$ cat config.mk
export PLATFORM = sky130hd
export DESIGN_NAME = snn_core_param_flat
export DESIGN_NICKNAME = d
export VERILOG_FILES = /design/src/rtl/snn_core_param_if.sv /design/src/rtl/snn_core_param.sv /design/src/flat_wrapper.sv
export SDC_FILE = /design/constraint.sdc
export NUM_CORES = 1
export LEC_CHECK = 0
export CORE_MARGIN = 8
export CORE_UTILIZATION = 55
export DETAILED_ROUTE_END_ITERATION = 10
export GPL_ROUTABILITY_DRIVEN = 0
export PLACE_DENSITY_LB_ADDON = 0.05
export SYNTH_ARGS = -nofsm -noshare
export SYNTH_HDL_FRONTEND = slang
export SYNTH_SLANG_ARGS = --single-unit
$ cat constraint.sdc
create_clock -name clk -period 27.4 [get_ports clk]
set_input_delay 2.74 -clock clk [delete_from_list [all_inputs] [get_ports clk]]
set_output_delay 2.74 -clock clk [all_outputs]
set_load 0.02 [all_outputs]
$ cat src/rtl/snn_core_param_if.sv
// snn_core_param_if: bus between the inference core and its surroundings.
// Carries the start/busy/done/digit control handshake and the three external
// memory ports (input-unit bits, weight ROM, activation LUT).
// Optional bias words are enabled with the SNN_BIAS_EN macro; this changes the
// weight-address width, so the interface and the core must agree on it.
interface snn_core_param_if #(
  parameter int N_IN  = 784,
  parameter int N_HID = 32,
  parameter int N_OUT = 10,
  parameter int W_W   = 8,
  parameter int ACT_W = 8
);
`ifdef SNN_BIAS_EN
  localparam int HID_STRIDE = N_IN + 1;
  localparam int OUT_STRIDE = N_HID + 1;
`else
  localparam int HID_STRIDE = N_IN;
  localparam int OUT_STRIDE = N_HID;
`endif
  localparam int IN_AW   = $clog2(N_IN);
  localparam int WADDR_W = $clog2(N_HID * HID_STRIDE + N_OUT * OUT_STRIDE);
  localparam int OUT_W   = $clog2(N_OUT);

  logic               start;
  logic               q_input;
  logic [IN_AW-1:0]   addr_input_unit;
  logic [WADDR_W-1:0] w_addr;
  logic [W_W-1:0]     w_q;
  logic [ACT_W-1:0]   act_addr;
  logic [ACT_W-1:0]   act_q;
  logic               busy;
  logic [OUT_W-1:0]   digit;
  logic               done;

  // The core side: consumes start and memory read data, drives addresses and status.
  modport slave (
    input  start, q_input, w_q, act_q,
    output addr_input_unit, w_addr, act_addr, busy, digit, done
  );

  // The environment side: front end plus the external memories.
  modport master (
    output start, q_input, w_q, act_q,
    input  addr_input_unit, w_addr, act_addr, busy, digit, done
  );
endinterface

$ cat src/rtl/snn_core_param.sv
// snn_core_param: parametrised two-layer fully connected inference engine.
// Hidden layer: binary-pixel MAC, arithmetic shift, saturation, activation LUT.
// Output layer: MAC against the stored hidden activations, then argmax.
// All weights come from one external ROM laid out neuron by neuron, so a single
// running pointer walks the whole ROM in order during an inference.
// Macro SNN_BIAS_EN appends one bias word per neuron and adds an extra MAC cycle.
module snn_core_param #(
  parameter int N_IN  = 784,
  parameter int N_HID = 32,
  parameter int N_OUT = 10,
  parameter int W_W   = 8,
  parameter int ACT_W = 8,
  parameter int ACC_W = 26,
  parameter int SHIFT = 4
) (
  input logic              clk,
  input logic              rst_n,
  snn_core_param_if.slave  bus
);
`ifdef SNN_BIAS_EN
  localparam int HID_STRIDE = N_IN + 1;
  localparam int OUT_STRIDE = N_HID + 1;
`else
  localparam int HID_STRIDE = N_IN;
  localparam int OUT_STRIDE = N_HID;
`endif
  localparam int IN_AW   = $clog2(N_IN);
  localparam int WADDR_W = $clog2(N_HID * HID_STRIDE + N_OUT * OUT_STRIDE);
  localparam int OUT_W   = $clog2(N_OUT);
  localparam int HID_AW  = (N_HID > 1) ? $clog2(N_HID) : 1;

  localparam logic signed [ACC_W-1:0] SAT_MAX = ACC_W'((2 ** (ACT_W - 1)) - 1);
  localparam logic signed [ACC_W-1:0] SAT_MIN = ACC_W'(-(2 ** (ACT_W - 1)));

  typedef enum logic [3:0] {
    IDLE, HID_MAC, HID_BIAS, HID_DRAIN, HID_ACT, HID_WR,
    OUT_MAC, OUT_BIAS, OUT_DRAIN, OUT_CMP, DONE
  } state_e;

  // Kind of read issued last cycle; tells the accumulator how to use this cycle's data.
  typedef enum logic [1:0] {P_NONE, P_PIX, P_BIAS, P_OUT} prod_e;

  state_e state, state_n;
  prod_e  kind;

  logic [IN_AW-1:0]   i_cnt;
  logic [HID_AW-1:0]  h_cnt, j_cnt, j_d;
  logic [OUT_W-1:0]   o_cnt, best_idx, digit_r;
  logic [WADDR_W-1:0] ptr;
  logic [ACT_W-1:0]   act_addr_r, sat_val, hid_rd;
  logic [ACT_W-1:0]   hid [N_HID];

  logic signed [ACC_W-1:0] acc, acc_nx, best, prod, w_ext, hid_ext, shifted;
  logic last_i, last_j, last_h, last_o, take;

  assign last_i = (i_cnt == IN_AW'(N_IN - 1));
  assign last_j = (j_cnt == HID_AW'(N_HID - 1));
  assign last_h = (h_cnt == HID_AW'(N_HID - 1));
  assign last_o = (o_cnt == OUT_W'(N_OUT - 1));
  assign take   = (o_cnt == '0) || (acc > best);

  // State register; reset aborts any inference in progress.
  always_ff @(posedge clk or negedge rst_n) begin
    if (!rst_n) state <= IDLE;
    else        state <= state_n;
  end

  // Next-state sequencing through the hidden and output phases.
  always_comb begin
    state_n = state;
    case (state)
      IDLE:      if (bus.start) state_n = HID_MAC;
`ifdef SNN_BIAS_EN
      HID_MAC:   if (last_i) state_n = HID_BIAS;
`else
      HID_MAC:   if (last_i) state_n = HID_DRAIN;
`endif
      HID_BIAS:  state_n = HID_DRAIN;
      HID_DRAIN: state_n = HID_ACT;
      HID_ACT:   state_n = HID_WR;
      HID_WR:    state_n = last_h ? OUT_MAC : HID_MAC;
`ifdef SNN_BIAS_EN
      OUT_MAC:   if (last_j) state_n = OUT_BIAS;
`else
      OUT_MAC:   if (last_j) state_n = OUT_DRAIN;
`endif
      OUT_BIAS:  state_n = OUT_DRAIN;
      OUT_DRAIN: state_n = OUT_CMP;
      OUT_CMP:   state_n = last_o ? DONE : OUT_MAC;
      DONE:      state_n = IDLE;
      default:   state_n = IDLE;
    endcase
  end

  // Product of last cycle's reads, updated accumulator and its saturated LUT address.
  always_comb begin
    hid_rd  = hid[j_d];
    w_ext   = ACC_W'($signed(bus.w_q));
    hid_ext = ACC_W'(hid_rd);
    prod    = '0;
    case (kind)
      P_PIX:   prod = bus.q_input ? w_ext : '0;
      P_BIAS:  prod = w_ext;
      P_OUT:   prod = w_ext * hid_ext;
      default: prod = '0;
    endcase
    acc_nx  = acc + prod;
    shifted = acc_nx >>> SHIFT;
    if (shifted > SAT_MAX)      sat_val = {1'b0, {(ACT_W - 1){1'b1}}};
    else if (shifted < SAT_MIN) sat_val = {1'b1, {(ACT_W - 1){1'b0}}};
    else                        sat_val = shifted[ACT_W-1:0];
  end

  // Datapath: counters, weight pointer, accumulator, argmax tracking and result.
  always_ff @(posedge clk or negedge rst_n) begin
    if (!rst_n) begin
      kind       <= P_NONE;
      acc        <= '0;
      best       <= '0;
      best_idx   <= '0;
      digit_r    <= '0;
      i_cnt      <= '0;
      h_cnt      <= '0;
      j_cnt      <= '0;
      j_d        <= '0;
      o_cnt      <= '0;
      ptr        <= '0;
      act_addr_r <= '0;
    end else begin
      kind <= P_NONE;
      acc  <= acc_nx;
      case (state)
        IDLE: begin
          if (bus.start) begin
            acc   <= '0;
            i_cnt <= '0;
            h_cnt <= '0;
            j_cnt <= '0;
            o_cnt <= '0;
            ptr   <= '0;
          end
        end
        HID_MAC: begin
          i_cnt <= last_i ? '0 : i_cnt + 1'b1;
          ptr   <= ptr + 1'b1;
          kind  <= P_PIX;
        end
        HID_BIAS, OUT_BIAS: begin
          ptr  <= ptr + 1'b1;
          kind <= P_BIAS;
        end
        HID_DRAIN: begin
          act_addr_r <= {~sat_val[ACT_W-1], sat_val[ACT_W-2:0]};
        end
        HID_WR: begin
          acc <= '0;
          if (!last_h) h_cnt <= h_cnt + 1'b1;
        end
        OUT_MAC: begin
          j_d   <= j_cnt;
          j_cnt <= last_j ? '0 : j_cnt + 1'b1;
          ptr   <= ptr + 1'b1;
          kind  <= P_OUT;
        end
        OUT_CMP: begin
          acc <= '0;
          if (take) begin
            best     <= acc;
            best_idx <= o_cnt;
          end
          if (last_o) digit_r <= take ? o_cnt : best_idx;
          else        o_cnt   <= o_cnt + 1'b1;
        end
        default: ;
      endcase
    end
  end

  // Hidden activation store; contents are meaningless after reset so no reset here.
  always_ff @(posedge clk) begin
    if (state == HID_WR) hid[h_cnt] <= bus.act_q;
  end

  assign bus.addr_input_unit = i_cnt;
  assign bus.w_addr          = ptr;
  assign bus.act_addr        = act_addr_r;
  assign bus.busy            = (state != IDLE) && (state != DONE);
  assign bus.done            = (state == DONE);
  assign bus.digit           = digit_r;

endmodule
$ cat src/flat_wrapper.sv
// flat-port wrapper written by rule: the top's interface ports become plain ports
module snn_core_param_flat 
#(
  parameter int N_IN  = 784,
  parameter int N_HID = 32,
  parameter int N_OUT = 10,
  parameter int W_W   = 8,
  parameter int ACT_W = 8,
  parameter int ACC_W = 26,
  parameter int SHIFT = 4
)
  (clk, rst_n, bus_start, bus_q_input, bus_w_q, bus_act_q, bus_addr_input_unit, bus_w_addr, bus_act_addr, bus_busy, bus_digit, bus_done);
  snn_core_param_if #(.N_IN(N_IN), .N_HID(N_HID), .N_OUT(N_OUT), .W_W(W_W), .ACT_W(ACT_W)) bus_i ();
  input logic clk;
  input logic rst_n;
  input wire logic [$bits(bus_i.start)-1:0] bus_start;
  input wire logic [$bits(bus_i.q_input)-1:0] bus_q_input;
  input wire logic [$bits(bus_i.w_q)-1:0] bus_w_q;
  input wire logic [$bits(bus_i.act_q)-1:0] bus_act_q;
  output wire logic [$bits(bus_i.addr_input_unit)-1:0] bus_addr_input_unit;
  output wire logic [$bits(bus_i.w_addr)-1:0] bus_w_addr;
  output wire logic [$bits(bus_i.act_addr)-1:0] bus_act_addr;
  output wire logic [$bits(bus_i.busy)-1:0] bus_busy;
  output wire logic [$bits(bus_i.digit)-1:0] bus_digit;
  output wire logic [$bits(bus_i.done)-1:0] bus_done;
  assign bus_i.start = bus_start;
  assign bus_i.q_input = bus_q_input;
  assign bus_i.w_q = bus_w_q;
  assign bus_i.act_q = bus_act_q;
  assign bus_addr_input_unit = bus_i.addr_input_unit;
  assign bus_w_addr = bus_i.w_addr;
  assign bus_act_addr = bus_i.act_addr;
  assign bus_busy = bus_i.busy;
  assign bus_digit = bus_i.digit;
  assign bus_done = bus_i.done;
  snn_core_param #(.N_IN(N_IN), .N_HID(N_HID), .N_OUT(N_OUT), .W_W(W_W), .ACT_W(ACT_W), .ACC_W(ACC_W), .SHIFT(SHIFT)) u_core (.clk(clk), .rst_n(rst_n), .bus(bus_i));
endmodule
Word level (Yosys, flattened, before mapping). Memory sizes are Yosys's and may differ from the RTL's. Index checks and enable logic that the tools add are counted.

Multipliers: 1. Reduce and logical (&&, ||, !) cells: 21. $add $sub $neg: 6. Mux-type cells: 29. Bitwise gates (word level): 1. Equal/unequal tests: 23. Order comparisons: 3.

Operators by type and width (count): $pmux W26 S3 (1); $mux W26 (2); $pmux W26 S2 (1); $pmux W4 S10 (1); $pmux W15 S2 (1); $mux W4 (7); $add A26 B26 Y26 (1); $gt A26 B26 Y1 (1); $gt A22 B8 Y1 const B (1); $lt A22 B8 Y1 const B (1); $mux W10 (2); $pmux W10 S2 (1); $pmux W5 S2 (2); $mul A8 B9 Y17 (1); $eq A4 B3 Y1 const B (4); $eq A4 B4 Y1 const B (4); $mux W8 (2); $add A15 B1 Y15 const B (1); $mux W15 (1); $mux W5 (3); $add A10 B1 Y10 const B (1); $add A5 B1 Y5 const B (2); $eq A10 B10 Y1 const B (1); $eq A5 B5 Y1 const B (2); 22 further kinds (40).

Flip-flop bits (word level): 118. Output and inout port bits: 39. RAM bits: 256. Bits of input ports: 20. Memories kept: 1. Logic and storage cells: 98.

Memory list: u_core.hid (words 32, bits a word 8, rd ports 1, clocked after memory_dff 0, wr ports 1, RTL line snn_core_param.sv:51) `logic [ACT_W-1:0] hid [N_HID];`.

Depth between registers and ports, before layout. Gate-level depths: netlist of run 1. An unclocked memory read counts as a cell.

Depth after elaboration: 8. Mapped depth: 36. Mapped depth without buffers: 34.

Worst setup path after synthesis of run 1. OpenSTA, ideal clock, no wires.

Path kind: input to register. Start point: input port bus_w_q[7]. End point: register u_core.act_addr_r[0] (netlist: u_core.bus.act_addr[0]). Buffers on the path: 1. Library setup time: 0.132 ns. Path slack: 18.092 ns. Arrival time: 9.176 ns. Cell stages on the path: 26. Required time: 27.268 ns. Cell sequence: clkbuf_1 -> and2_1 -> fa_1 -> fa_1 -> fa_1 -> inv_1 -> fa_1 -> inv_1 -> ha_1 -> nand3_1 -> o2111ai_1 -> a221oi_2 -> o21bai_1 -> a21oi_1 -> xnor2_1 -> o21ai_2 -> ha_1 -> a21o_1 -> a31o_2 -> or3_1 -> nand3_1 -> o2111ai_1 -> a41o_2 -> xor2_4 -> a31oi_2 -> o21ai_1.

Cells in the longest elaborated chain, start to end: 6. Elaborated cells on any way between the ends: 8. Classes of those cells: 1 x add/sub; 1 x mul; 2 x order compare; 4 x mux.

Ends and longest elaborated chain: start, declared (RTL line flat_wrapper.sv:18) `input wire logic [$bits(bus_i.w_q)-1:0] bus_w_q;`; $mul A8 B9 Y17 or $mux W26 (tied branches) (RTL line snn_core_param.sv:104, snn_core_param.sv:102); $pmux W26 S3 * (RTL line snn_core_param.sv:101) `case (kind)`; $add A26 B26 Y26 * (RTL line snn_core_param.sv:107) `acc_nx = acc + prod;`; $lt A22 B8 Y1 (RTL line snn_core_param.sv:110) `else if (shifted < SAT_MIN) sat_val = {1'b1, {(ACT_W - 1){1'b0}}};`; $mux W8 (RTL line snn_core_param.sv:110); $mux W8 * (RTL line snn_core_param.sv:109) `if (shifted > SAT_MAX) sat_val = {1'b0, {(ACT_W - 1){1'b1}}};`; end signal, assigned (RTL line snn_core_param.sv:153) `act_addr_r <= {~sat_val[ACT_W-1], sat_val[ACT_W-2:0]};`; end, declared (RTL line snn_core_param.sv:50) `logic [ACT_W-1:0] act_addr_r, sat_val, hid_rd;`.

Every way passes the cells marked *; elsewhere a longest branch is shown, timed or not. A chain may end at the register's enable or synchronous reset.

Worst setup path after layout of run 1.
Start point: register u_core.j_d[0]. End point: register u_core.act_addr_r[5] (netlist: u_core.bus.act_addr[5]).

Cells in the longest elaborated chain, start to end: 7. Elaborated cells on any way between the ends: 8. Classes of those cells: 1 x add/sub; 1 x mul; 2 x order compare; 3 x mux; 1 x memory.

Ends and longest elaborated chain: start, declared (RTL line snn_core_param.sv:47) `logic [HID_AW-1:0] h_cnt, j_cnt, j_d;`; start signal, assigned (RTL line snn_core_param.sv:160) `j_d <= j_cnt;`; $mem_v2 Z32 W8 *; $mul A8 B9 Y17 * (RTL line snn_core_param.sv:104) `P_OUT: prod = w_ext * hid_ext;`; $pmux W26 S3 * (RTL line snn_core_param.sv:101); $add A26 B26 Y26 * (RTL line snn_core_param.sv:107); $lt A22 B8 Y1 (RTL line snn_core_param.sv:110); $mux W8 (RTL line snn_core_param.sv:110); $mux W8 * (RTL line snn_core_param.sv:109).

Marks and branches as above.

==> results.txt, run 1 <==
Status: finished clean
Slew margin rel.: 11.6%
Synth Area in Compound Gates: 6.62%
# setup viols final: 0
Main combinational cell family by area after synthesis: multiplexers
Depth of the CTS H-tree: 2
Fillers: 2,613
Multi-input logic area: 8150 um2
Drt total wl: 42,100 um
Vias per inst: 5.81
Drt drc: 0
Slowest library cell on the worst path: mux2i_1
Max incr delay on CP: 810 ps
Hold Crit Class: register to register
Slew @ Worst Pin: 1320 ps
Final setup TNS: 0 ps
Die area: 41,400 um2
Num CTS Buffers: 41
R2R depth: 29
Sequential fraction of the synthesis area: 55.0%
Period utilization: 38.5%
Nets: 1,652
Final hold violation count: 0
Max FO, Critical Path: 37
Post-synth EDFFs: 256
Number of global-route vias before repair: 11,800
Post-Synth Simple-Gate Area: 10.1%
Peak VDD IR: 0.0759 mV
CP dominant cell by count: fa_1
Die Ht: 204 um
YS warnings: 0
CTS max path bufs: 3
Largest net degree at the start of global routing: 70
GRT Util Overall: 21.0%
DR vias: 11,500
RSZ-0062 raised after global routing: no
Skew final: 20.7 ps
I/O pin count: 59
Core Region: 34,600 um2
Worst reg2reg path startpoint: u_core.j_d[0]
Lkg Pwr: 8.24 nW
Clock latency on the worst-skew pair: 560 ps
Die Width: 204 um
Most common cell after layout, fill and taps aside: edfxtp_1
Primary FF master, synth: edfxtp_1
Synth cell types: 69
CP startpoint kind: register
Initial Util: 55.9%
Post-Synth XOR/XNOR Area: 2.58%
Worst-path clk slew: 60 ps
Area growth from synthesis to layout: 12.5%
Reg-to-Reg End: u_core.bus.act_addr[5]
Average cell area after synthesis: 13.6 um2
Overflow after GRT: 0
TritonCTS clock tree: built
Hold_buf cts: 0
Sink Count: 374
Fin crit period: 10,550 ps
Syn Inst Count: 1,423
Layout cells sized above 1: 14.0%
FFs w/ async S/R, synth: 31.6%
Drt wl/cell: 21.3 um
Mapped Area: 19,300 um2
Port Buf Inserts: 58
Pins Over Slew Limit: 0
Worst Setup End Kind: register
R2R Setup Slk: 16,850 ps
Iter 0 DRT Violations: 784
Clk root buf: clkbuf_16
Post-synthesis mux area share: 12.0%
Worst Path Arrival: 10,970 ps
Yosys reg bits: 374
Post_cts resized: 0
Min-delay src: u_core.bus.digit[3]
Power per cell area: 85.0 nW/um2
Final core occ: 62.9%
Dpl hpwl: 28,500 um
DR pass1 iterations: 7
Critical path class: register to register
Final ANT Viol Nets: 0
Most frequent cells in the layout: edfxtp_1, nor2_1, dfrtp_1
Synth Net Count: 1,587
CP Data Required Time: 27,820 ps
Adder-Cell Fraction of Synth Area: 10.8%
F_max: 0.0948 GHz
Row count: 68
Hold Path Stages: 1
Max-cap viol count: 0
Post-CTS setup buffers: 0
Hold EP: u_core.bus.digit[3]
N_diodes: 0
Antenna violations before repair: 0
First-pass GRT wire length: 68,200 um
Register Area: 10,600 um2
## power by group
group	total, mW	switching (mW)	internal (mW)
Combinational	0.609	0.352	0.257
Clock	0.557	0.223	0.335
Sequential	0.685	0.0327	0.652
Total	1.85	0.607	1.24
## Yosys cell counts (8+ instances only)
cell type    n  area (um2)
a21oi_1     36         180
xor2_1      28         245
nor2_1     124         465
nor2b_1     62         388
mux4_2      80        1800
and2_1      10        62.6
o21ai_0     57         285
clkbuf_1    34         128
ha_1       106        1330
nand4_1     14        87.6
dfrtp_1    118        2950
or3_1       10        62.6
inv_1      105         394
o221ai_1     8        70.1
xnor2_1     24         210
mux2_2      37         417
nand2_1     63         236
a21o_1      21         158
edfxtp_1   256        7690
fa_1        38         761
mux2i_1     11         110
and3_1      10        62.6
nand3_1     20         100
nand2b_1    33         206
nor3_1      15        75.1
## registers in the layout (all words and copies together) (netlist names)
register                    count
u_core.acc                     26
u_core.best                    26
u_core.best_idx                 4
u_core.bus.act_addr             8
u_core.bus.addr_input_unit     10
u_core.bus.digit                4
u_core.bus.w_addr              15
u_core.h_cnt                    5
u_core.hid                    256
u_core.j_cnt                    5
u_core.j_d                      5
u_core.kind                     2
u_core.o_cnt                    4
u_core.state                    4
## worst max-delay path by stage
| stage | slack, ps | from | to |
|---|---|---|---|
| after floorplan | 18090 | bus_w_q[7] | u_core.bus.act_addr[0] |
| after global placement | 16910 | bus_w_q[7] | u_core.bus.act_addr[5] |
| after detailed placement | 16750 | bus_w_q[4] | u_core.bus.act_addr[5] |
| after CTS | 16750 | u_core.j_d[0] | u_core.bus.act_addr[5] |
| after global routing | 16030 | u_core.j_d[0] | u_core.bus.act_addr[3] |
| final | 16850 | u_core.j_d[0] | u_core.bus.act_addr[5] |
## cells by family after synthesis
family | Yosys count
AOI/OAI and AO/OA | 189
xor gates and xnor gates | 54
adders and majority gates | 144
buffers and inverters | 149
DFF | 374
muxes | 128
and+or+nand+nor | 385
## per-stage QoR
stage	setup WS (ps)	hold WS (ps)	total power, mW	instance area [um2]	cells
5_1_grt	16030	523	1.97	21800	1974
6_report	16850	482	1.85	21800	1974
3_5_place_dp	16750	470	1.30	20400	1900
3_3_place_gp	16910	462	1.29	20400	1900
4_1_cts	16750	489	1.87	21800	1974
2_1_floorplan	18090	457	1.15	19300	1423
## metal layers
layer / track usage, % / up-vias / routed length (um)
met5: 0 / - / 0
met4: 4.95 / 0 / 588
met3: 2.81 / 40 / 1770
met2: 34.2 / 254 / 20400
met1: 29.8 / 5805 / 19300
li1: - / 5368 / -
## critical path, delay by kind of cell, from the launching register on
kind	cells	cell delay, ps
flip-flops	1	800
multiplexers	3	1940
adder cells (fa/ha/maj)	6	2880
buffers and inverters	3	800
AO/OA/AOI/OAI	11	2890
AND/OR/NAND/NOR	4	750
XOR/XNOR	2	290
## layout make-up
class | instances | share of cell area [%]
timing repair buffer | 66 | 2.93
multi-input combinational | 900 | 37.4
clock buffer | 54 | 5.27
inverter | 105 | 1.81
sequential | 374 | 48.9
clock inverter | 20 | 1.05
tap | 455 | 2.61
Note: power is estimated with default switching activity, not from simulation.
==> run 2, diff against run 1 <==
- clock period: 27.4 -> 9.99 ns (I/O delays scaled with it)
==> run 2 against run 1 <==
  * Die area is the same
  * Critical path depth grew 7
  * Non-clock buffer count grew 16
  * First-iteration DRC count grew 2.6%
  * Register-to-register slack lost 16000 ps
  * Clock skew grew 9.2 ps
  * Critical path type unchanged
  * Flip-flop and latch count is the same
  * Worst setup slack lost 16000 ps
  * Clock power grew to 2.7 times the previous value
  * Fmax grew 14%
  * Largest power group unchanged
  * Sequential power grew to 2.7 times the previous value
==> results.txt, run 2 (synthesized netlist as in run 1, its figures left out) <==
Status: finished clean
Post-CTS setup buffers: 0
Slew margin rel.: 18.9%
Final setup TNS: 0 ps
F_max: 0.108 GHz
R2R Setup Slk: 690 ps
Post-route design area: 21,900 um2
Worst-path clk slew: 60 ps
Placed cell area: 20,500 um2
CP startpoint kind: register
N_diodes: 0
Die Ht: 204 um
Hold Crit Class: input pin to asynchronous set/reset pin
Critical path's top delay family: compound AO/OA/AOI/OAI gates
Die area: 41,400 um2
Initial Util: 55.9%
First-pass GRT wire length: 66,700 um
Final core occ: 63.2%
Worst Path Arrival: 9690 ps
Skew final: 29.9 ps
Num CTS Buffers: 40
Hold_buf cts: 0
Worst reg2reg path startpoint: u_core.j_d[1]
GRT Util Overall: 20.5%
CP Data Required Time: 10,380 ps
DR vias: 11,500
Die Width: 204 um
Largest Register: u_core.hid
Number of global-route vias before repair: 11,700
Biggest regs: u_core.hid: 256 flops, u_core.acc: 26 flops, u_core.best: 26 flops
Vias per inst: 5.80
Power per cell area: 230 nW/um2
Hold_ws: 472 ps
Nets: 1,667
Lkg Pwr: 8.30 nW
CP dominant cell by count: inv_1
Drt drc: 0
Pins Over Slew Limit: 0
R2R depth: 36
Iter 0 DRT Violations: 804
Post_cts resized: 0
Worst Setup End Kind: register
Slowest library cell on the worst path: dfrtp_2
Period utilization: 93.1%
Core Region: 34,600 um2
Non-filler cells, final: 1,989
DR pass1 iterations: 5
Max-cap viol count: 0
Row count: 68
Slew @ Worst Pin: 1210 ps
Final ANT Viol Nets: 0
Max FO, Critical Path: 30
Drt wl/cell: 21.0 um
Most frequent cells in the layout: edfxtp_1, nor2_1, dfrtp_1
Reg-to-Reg End: u_core.bus.act_addr[0]
Peak VDD IR: 0.204 mV
Sink Count: 374
I/O pin count: 59
Largest net degree at the start of global routing: 73
Depth of the CTS H-tree: 2
# setup viols final: 0
Port Buf Inserts: 58
Most common cell after layout, fill and taps aside: edfxtp_1
Max reg flops: 256
RSZ-0062 raised after global routing: no
Drt total wl: 41,800 um
Layout cells sized above 1: 14.7%
Overflow after GRT: 0
Max incr delay on CP: 690 ps
Fin crit period: 9300 ps
Dpl hpwl: 28,900 um
Placed Cells incl. Taps: 1,916
Clk root buf: clkbuf_16
Clock latency on the worst-skew pair: 550 ps
Area growth from synthesis to layout: 13.0%
CTS max path bufs: 3
Antenna violations before repair: 0
TritonCTS clock tree: built
Final hold violation count: 0
Number of buffers and inverters on the critical path: 8
Critical path class: register to register
run 2: per-layer routing:
metal  GRT usage [%]  vias to the layer above  wire, um
li1                -                     5399         -
met1            28.2                     5821     18500
met2            33.9                      245     20400
met3            2.65                       69      1870
met4            6.24                        0      1010
met5               0                        -         0
run 2: power breakdown:
group          switching (mW)  total [mW]  leakage, nW  internal (mW)
Combinational           0.959        1.66         3.97          0.706
Sequential             0.0843        1.87         3.68           1.79
Clock                   0.602        1.49        0.653          0.889
run 2: worst max-delay path by stage:
stage | startpoint | endpoint | slack, ps | depth (start not counted)
6_report | u_core.j_d[1] | u_core.bus.act_addr[0] | 690 | 36
5_1_grt | u_core.j_d[0] | u_core.bus.act_addr[0] | 10 | 35
4_1_cts | u_core.j_d[0] | u_core.bus.act_addr[0] | 600 | 35
3_5_place_dp | u_core.j_d[0] | u_core.bus.act_addr[2] | 690 | 35
3_3_place_gp | u_core.j_d[1] | u_core.bus.act_addr[4] | 740 | 36
2_1_floorplan | u_core.j_d[0] | u_core.bus.act_addr[0] | 1100 | 32
run 2: per-stage QoR:
step / total power [mW] / setup slack (ps)
3_3_place_gp: 3.55 / 743
4_1_cts: 5.07 / 604
3_5_place_dp: 3.57 / 686
6_report: 5.03 / 692
2_1_floorplan: 3.16 / 1100
5_1_grt: 5.35 / 13.7
run 2: area by class of cell:
type	instances	area, um2
clock buffers	53	1070
clock inverters	20	258
fillers	2625	12800
inverters	105	394
multi-input cells	900	8150
flip-flops and latches	374	10600
well taps	455	569
repair buffers	82	783
